### src/rtl/rename_alloc_seq.sv
// Two-requester rename allocator with a FIFO of in-flight names that is retired by COMMIT.
// Optional saturating stall counter: define RENAME_ALLOC_SEQ_STALL_CNT_EN.
module rename_alloc_seq #(
  parameter int unsigned addr_width = 1,
  parameter int unsigned name_width = 1,
  parameter int unsigned depth      = 4,
  parameter int unsigned cnt_width  = 3
) (
  input  logic                  CLK,
  input  logic                  RST,
  input  logic                  REQ_0,
  input  logic                  REQ_1,
  input  logic [addr_width-1:0] ADDR_0,
  input  logic [addr_width-1:0] ADDR_1,
  output logic                  GNT_0,
  output logic                  GNT_1,
  output logic [name_width-1:0] NAME_GNT,
  output logic [addr_width-1:0] RF_ADDR_IN,
  output logic                  RF_ALLOC_E,
  input  logic                  RF_ALLOC_READY,
  input  logic [name_width-1:0] RF_NAME_OUT,
  input  logic                  COMMIT,
  output logic [name_width-1:0] RF_NAME_F,
  output logic                  RF_FE,
  output logic [cnt_width-1:0]  COUNT,
  output logic                  FULL,
  output logic                  EMPTY
`ifdef RENAME_ALLOC_SEQ_STALL_CNT_EN
  ,
  output logic [15:0]           STALL_CNT
`endif
);

  localparam int unsigned PW = (depth > 1) ? $clog2(depth) : 1;

  logic [PW-1:0]         head_q, head_d;
  logic [PW-1:0]         tail_q, tail_d;
  logic [cnt_width-1:0]  count_q, count_d;
  logic                  prio_q, prio_d;
  logic                  fe_q, fe_d;
  logic [name_width-1:0] name_f_q, name_f_d;
  logic [name_width-1:0] mem_q [depth];

  logic eligible;
  logic gnt0, gnt1;
  logic alloc;
  logic pop;

  assign FULL  = (count_q == cnt_width'(depth));
  assign EMPTY = (count_q == '0);
  assign COUNT = count_q;

  // RST gates the grants so they drop the moment reset asserts, independent of REQ.
  assign eligible = RST & RF_ALLOC_READY & ~FULL;
  assign gnt0     = eligible & REQ_0 & (~REQ_1 | ~prio_q);
  assign gnt1     = eligible & REQ_1 & (~REQ_0 |  prio_q);
  assign alloc    = gnt0 | gnt1;
  // An empty queue never pops, so a same-cycle write cannot be retired early.
  assign pop      = COMMIT & ~EMPTY;

  assign GNT_0      = gnt0;
  assign GNT_1      = gnt1;
  assign RF_ALLOC_E = alloc;
  assign RF_ADDR_IN = gnt1 ? ADDR_1 : ADDR_0;
  assign NAME_GNT   = RF_NAME_OUT;
  assign RF_FE      = fe_q;
  assign RF_NAME_F  = name_f_q;

  always_comb begin
    head_d   = head_q;
    tail_d   = tail_q;
    count_d  = count_q;
    prio_d   = prio_q;
    fe_d     = pop;
    name_f_d = name_f_q;

    if (alloc) begin
      tail_d = tail_q + PW'(1);
      prio_d = gnt0;
    end
    if (pop) begin
      head_d   = head_q + PW'(1);
      name_f_d = mem_q[head_q];
    end
    unique case ({alloc, pop})
      2'b10:   count_d = count_q + cnt_width'(1);
      2'b01:   count_d = count_q - cnt_width'(1);
      default: count_d = count_q;
    endcase
  end

  always_ff @(posedge CLK or negedge RST) begin
    if (!RST) begin
      head_q   <= '0;
      tail_q   <= '0;
      count_q  <= '0;
      prio_q   <= 1'b0;
      fe_q     <= 1'b0;
      name_f_q <= '0;
    end else begin
      head_q   <= head_d;
      tail_q   <= tail_d;
      count_q  <= count_d;
      prio_q   <= prio_d;
      fe_q     <= fe_d;
      name_f_q <= name_f_d;
    end
  end

  always_ff @(posedge CLK) begin
    if (alloc) begin
      mem_q[tail_q] <= RF_NAME_OUT;
    end
  end

`ifdef RENAME_ALLOC_SEQ_STALL_CNT_EN
  logic [15:0] stall_q, stall_d;

  always_comb begin
    stall_d = stall_q;
    if ((REQ_0 | REQ_1) && !alloc && (stall_q != '1)) begin
      stall_d = stall_q + 16'd1;
    end
  end

  always_ff @(posedge CLK or negedge RST) begin
    if (!RST) begin
      stall_q <= '0;
    end else begin
      stall_q <= stall_d;
    end
  end

  assign STALL_CNT = stall_q;
`endif

endmodule

### config.mk
export PLATFORM = sky130hd
export DESIGN_NAME = rename_alloc_seq
export DESIGN_NICKNAME = d
export VERILOG_FILES = /design/src/rtl/rename_alloc_seq.sv
export SDC_FILE = /design/constraint.sdc
export NUM_CORES = 1
export LEC_CHECK = 0
export ABC_AREA = 1
export ABC_CLOCK_PERIOD_IN_PS = 1900
export BUFFER_PORTS_ARGS = -buffer_cell sky130_fd_sc_hd__buf_2
export CAP_MARGIN = 5
export CORE_UTILIZATION = 45
export DETAILED_ROUTE_END_ITERATION = 12
export PLACE_DENSITY_LB_ADDON = 0.08
export SLEW_MARGIN = 20
export SYNTH_ARGS = -nofsm -noshare
export SYNTH_HDL_FRONTEND = slang
export SYNTH_SLANG_ARGS = --single-unit
### constraint.sdc
create_clock -name CLK -period 1.9 [get_ports CLK]
set_input_delay 0.38 -clock CLK [delete_from_list [all_inputs] [get_ports CLK]]
set_output_delay 0.38 -clock CLK [all_outputs]
set_load 0.005 [all_outputs]
### After elaboration in Yosys (flattened, before gate mapping)

Memory sizes are Yosys's and may differ from the RTL's. A register that Yosys moved wholly into a read port is not among the register bits.
Index checks and enable logic that the tools add are counted.

* bits in registers: 9
* memory bits (writable): 4
* bits of input ports: 9
* output and inout port bits: 12
* word-level logic and storage cells: 35
* memories: 1

Memory list
* mem_q: depth 4, bits a word 1, rd ports 1, clocked after Yosys merged registers in 1, wr ports 1, line 42 `logic [name_width-1:0] mem_q [depth];`

* $add $sub $neg: 4
* eq/ne operators: 3
* muxes and demuxes: 4
* bitwise logic cells: 15
* reduce and logical (&&, ||, !) cells: 3

Operators with widths (number)
* $and 1x1->1: 7
* $pmux 3 s2: 1
* $not 1->1: 5
* $add 2x1->2 const B: 2
* $add 3x1->3 const B: 1
* $eq 3x3->1 const B: 1
* $logic_not 3->1: 1
* $mux 1: 3
* $or 1x1->1: 3
* $sub 3x1->3 const B: 1
* $eq 2x1->1 const B: 1
* $eq 2x2->1 const B: 1
* $reduce_bool 2->1: 1
* $logic_not 1->1: 1

### Logic depth before layout (Yosys ltp)

* word-level depth: 8
* gate-level depth with buffers: 11
* mapped depth without buffers: 11

### Worst setup path after synthesis

No wires, ideal clock.

* path type: reg2reg
* start: reg count_q[1], in the netlist COUNT[1]
* end: reg count_q[2], in the netlist COUNT[2]
* arrival time: 1.803 ns
* data required time: 1.771 ns
* slack: -0.032 ns
* cell stages (with the launch flop): 12
* buffers on the path: 0
* period minus slack after synthesis: 1.932 ns
* cells stage by stage: dfrtp_1 > nor2_2 > nand2_2 > nand2_2 > a21oi_4 > inv_2 > ha_1 > inv_1 > fa_1 > or2_2 > nand2_1 > xnor2_1

* longest elaborated chain between the ends: 8
* elaborated cells on any way between the ends: 17
* those cells by class: add/sub: 2; eq/ne: 3; mux: 1; bitwise: 9; reduce/logical: 2

RTL lines
* start: declaration: line 38 `logic [cnt_width-1:0] count_q, count_d;`
* start signal: assignment: line 103 `count_q <= count_d;`
* $eq 3x3->1 (*): line 49 `assign FULL = (count_q == cnt_width'(depth));`
* $not 1->1 (*): line 54 `assign eligible = RST & RF_ALLOC_READY & ~FULL;`
* $and 1x1->1 (*): line 54
* $and 1x1->1, on equally long branches (2 in series): line 55, 56
* $or 1x1->1 (*): line 57 `assign alloc = gnt0 | gnt1;`
* net RF_ALLOC_E: line 19 `output logic RF_ALLOC_E,`
* $eq 2x1->1 / $eq 2x2->1 (equally long branches): line 85 `unique case ({alloc, pop})`
* $pmux 3 s2 / $reduce_bool 2->1 (equally long branches)

The timed path passes the listed nets; every way through them passes the cells marked *.
A chain may end at the register's enable or synchronous reset.

### Final worst setup path

* start: reg count_q[0], in the netlist COUNT[0]
* end: reg count_q[2], in the netlist COUNT[2]

* longest elaborated chain between the ends: 8
* elaborated cells on any way between the ends: 17
* those cells by class: add/sub: 2; eq/ne: 3; mux: 1; bitwise: 9; reduce/logical: 2

RTL lines (line)
* $eq 3x3->1: 49
* $not 1->1: 54
* $and 1x1->1: 54
* $and 1x1->1, on equally long branches (2 in series): 55, 56
* $or 1x1->1: 57
* $eq 2x1->1 / $eq 2x2->1 (equally long branches): 85
* $pmux 3 s2 / $reduce_bool 2->1 (equally long branches)

Several ways; a longest one is shown, not always the timed one.

==> metrics.md <==
| Metric | Value |
|---|---|
| Status | `complete, no violations` |
| Vias in the first global route | `580` |
| Lkg Pwr | `0.560 nW` |
| Pins over their slew limit | `0` |
| Actual slew at the worst max-slew pin | `177 ps` |
| Sequential Power Share | `35.8%` |
| Post-synth top area cell | `dfrtp_1` |
| DR vias | `635` |
| Worst Setup Start Kind | `flop` |
| Die height | `~44 um` |
| ANT nets after route | `0` |
| Post-Syn Instances | `89` |
| Crit end category | `flop` |
| Compound-Gate Fraction of Synth Area | `under 10%` |
| Pwr Density | `1380 mW/mm^2` |
| Pin count of the biggest net entering global routing | `11` |
| Core area | `0.00158 sq mm` |
| Xor/xnor share of the synthesized area | `4.44%` |
| Die footprint | `approximately 0.0019 sq mm` |
| Crit-path cells | `nor2_2, nand2_2, nand2_4, a21oi_4, inv_2, ha_4, inv_2, fa_2, or2_4, nand2_2, xnor2_2` |
| Final Worst Setup Slack | `10.4 ps` |
| CTS tree | `yes` |
| Crit path max fanout | `3` |
| CTS Hold Bufs | `0` |
| Synthesis Warnings | `0` |
| Starting Density | `50.0%` |
| Worst Setup SP | `COUNT[0]` |
| Starting DRT DRC Count | `18` |
| Layout Skew | `1.46 ps` |
| Slowest CP cell | `dfrtp_1` |
| Post-Syn Area per Cell | `8.86 sq um` |
| Drt first pass iters | `6` |
| Synth cell types | `20` |
| First-pass GRT wire length | `2460 um` |
| GRT overflow | `0` |
| Worst path top cell family by delay | `simple AND/OR/NAND/NOR gates` |
| DRC | `0` |
| Max incr delay on CP | `410 ps` |
| Synth top area share | `31.7%` |
| Post-Synth Adder-Cell Area | `10.5%` |
| Fraction of layout cells with a size suffix above 1 | `38.8%` |
| Clk buf depth | `2` |
| Fin crit share | `99.5%` |
| Area grow syn2layout | `33.3%` |
| Htree depth | `1` |
| Crit Path Class | `flop to flop` |
| Final min period | `1890 ps` |
| Detailed Place HPWL | `1120 um` |
| Peak supply drop | `0.752 mV` |
| Switching share of total power | `39.5%` |
| Clock share of power | `12.6%` |
| Power share of the combinational group | `about half` |
| RSZ-0062 raised after global routing | `yes` |
| Total Power | `1.45 mW` |
| Root buf cell | `clkbuf_4` |
| Chip Width | `43.9 um` |
| Clock slew at reported path FFs | `90 ps` |
| Setup WS pre-CTS | `-0.689 ps` |
| Most frequent cells in the layout | `20 x buf_2, 18 x inv_1, 17 x nand2_1, 9 x dfrtp_1` |
| Post-Synth Simple-Gate Area | `18.1%` |
| Max cap viols | `0` |
| Io pins | `21` |
| Net Sw Power | `574 uW` |
| Mux cell area share after synthesis | `0%` |
| CP arrival | `2110 ps` |
| Top post-synthesis cells by area | `dfrtp_1 32%, edfxtp_1 15%, inv_1 9.0%` |
| Synthesized net count | `about 100` |
| Peak Freq | `~0.53 GHz` |
| Gr usage total | `18.5%` |
| Commonest non-fill, non-tap cell in the layout | `buf_2` |
| Final Hold Vio Count | `0` |
| Mean routed wirelength per cell | `11.1 um` |
| Sequential share of the synthesized area | `47.0%` |
| HP Class | `input port to async pin` |
| Final Wtd Congestion | `a little under 0.7` |
| Worst path required time | `2120 ps` |
| Internal power | `880 uW` |
| CTS Buf Count | `3` |
| Worst r2r src | `COUNT[0]` |
| Initial antenna violation count | `0` |
| Clk Latency, worst-skew pair | `roughly 290 ps` |
| Final WL | `1530 um` |
| Post-DR vias/cell | `4.64` |
| Number of nets in the layout | `137` |
| # setup viols final | `0` |
| Post-Synthesis Cell Area | `788 sq um` |
| N_diodes | `0` |
| Max-slew headroom at the worst pin | `88.2%` |
| Yosys reg bits | `14` |
| Clk sinks | `14` |
| FP Rows | `14` |
| Main combinational cell family by area after synthesis | `simple AND/OR/NAND/NOR gates` |
| Buf+Inv Stages, Crit Path | `2` |
| Number of port buffers | `20` |
## layer usage
layer	track usage, %	part of all wire [%]
met1	21.6	45
met2	29.9	49
met3	5.42	4.1
met4	10.9	1.9
met5	0	0
## kinds of logic (layout without fill, tap and decap cells)
kind of cell / count (synthesis) / count (layout)
simple gates: 34 / 34
flops: 14 / 14
xor+xnor: 4 / 4
fa+ha+maj: 6 / 6
buf+inv: 21 / 53
compound gates: 10 / 10
## repair_timing
item | 4_1_cts | 5_1_grt
pin swaps | 2 | 4
setup buffers | 0 | 2
setup endpoints to repair | 1 | 3
resized for setup | 0 | 8
## cells in the mapped netlist
master,number
a21oi_1,3
a21oi_4,1
buf_4,1
dfrtp_1,10
edfxtp_1,4
fa_1,1
ha_1,5
inv_1,19
inv_2,1
nand2_1,18
nand2_2,2
nand3_1,4
nor2_1,8
nor2_2,1
o211ai_1,1
o21ai_0,4
o21ai_4,1
or2_2,1
xnor2_1,3
xor2_1,1
## metrics by stage
stage / instances / util (%) / cell area [sq um] / hold WS, ps / setup TNS [ps]
after global routing: 137 / 66.7 / 1050 / 4.22 / -100
after global placement: 131 / 61.4 / 968 / 318 / 0
final: 137 / 66.7 / 1050 / 6.40 / 0
after floorplan: 89 / - / 803 / 84.4 / 0
after CTS: 135 / 63.1 / 995 / 8.36 / 0
after detailed placement: 131 / 61.4 / 968 / 322 / -0.689
## flip-flops by register name (all words and copies together) (netlist names)
signal	flops
mem_q	4
RF_FE	1
RF_NAME_F	1
tail_q	2
head_q	2
COUNT	3
prio_q	1
## worst register-to-register path: stages, from the launching register on
cell and delay [ps]:
dfrtp_1 410, nor2_2 170, nand2_2 110, nand2_4 90
a21oi_4 40, inv_2 80, ha_4 120, inv_2 40
fa_2 330, or2_4 250, nand2_2 70, xnor2_2 100
## path summary, 6_finish.rpt
check                                  to  slack (ps)  cells after the start
worst max-delay path             COUNT[2]          10                     11
worst min-delay path             COUNT[0]           6                      2
worst max register to register   COUNT[2]          10                     11
worst min register to register  RF_NAME_F         490                      2
max in group asynchronous        COUNT[2]        1730                      2
min in group CLK                 mem_q[0]         320                      1
## power by group through the flow
| stage | Clock [mW] | Sequential, mW | Combinational, mW |
|---|---|---|---|
| global route | 0.202 | 0.540 | 0.849 |
| CTS | 0.185 | 0.525 | 0.647 |
| global placement | 0 | 0.525 | 0.619 |
| floorplan | 0 | 0.529 | 0.392 |
| detailed placement | 0 | 0.532 | 0.636 |
| finish | 0.183 | 0.521 | 0.749 |
## final cells by class
| class | instances | area (sq um) |
|---|---|---|
| fill | 137 | 526 |
| multi-input combinational | 54 | 378 |
| sequential | 14 | 372 |
| timing repair buffer | 29 | 180 |
| inverter | 20 | 75.1 |
| clock buffer | 3 | 22.5 |
| tap | 16 | 20.0 |
| clock inverter | 1 | 3.75 |
Power figures use the tool's default switching activity.
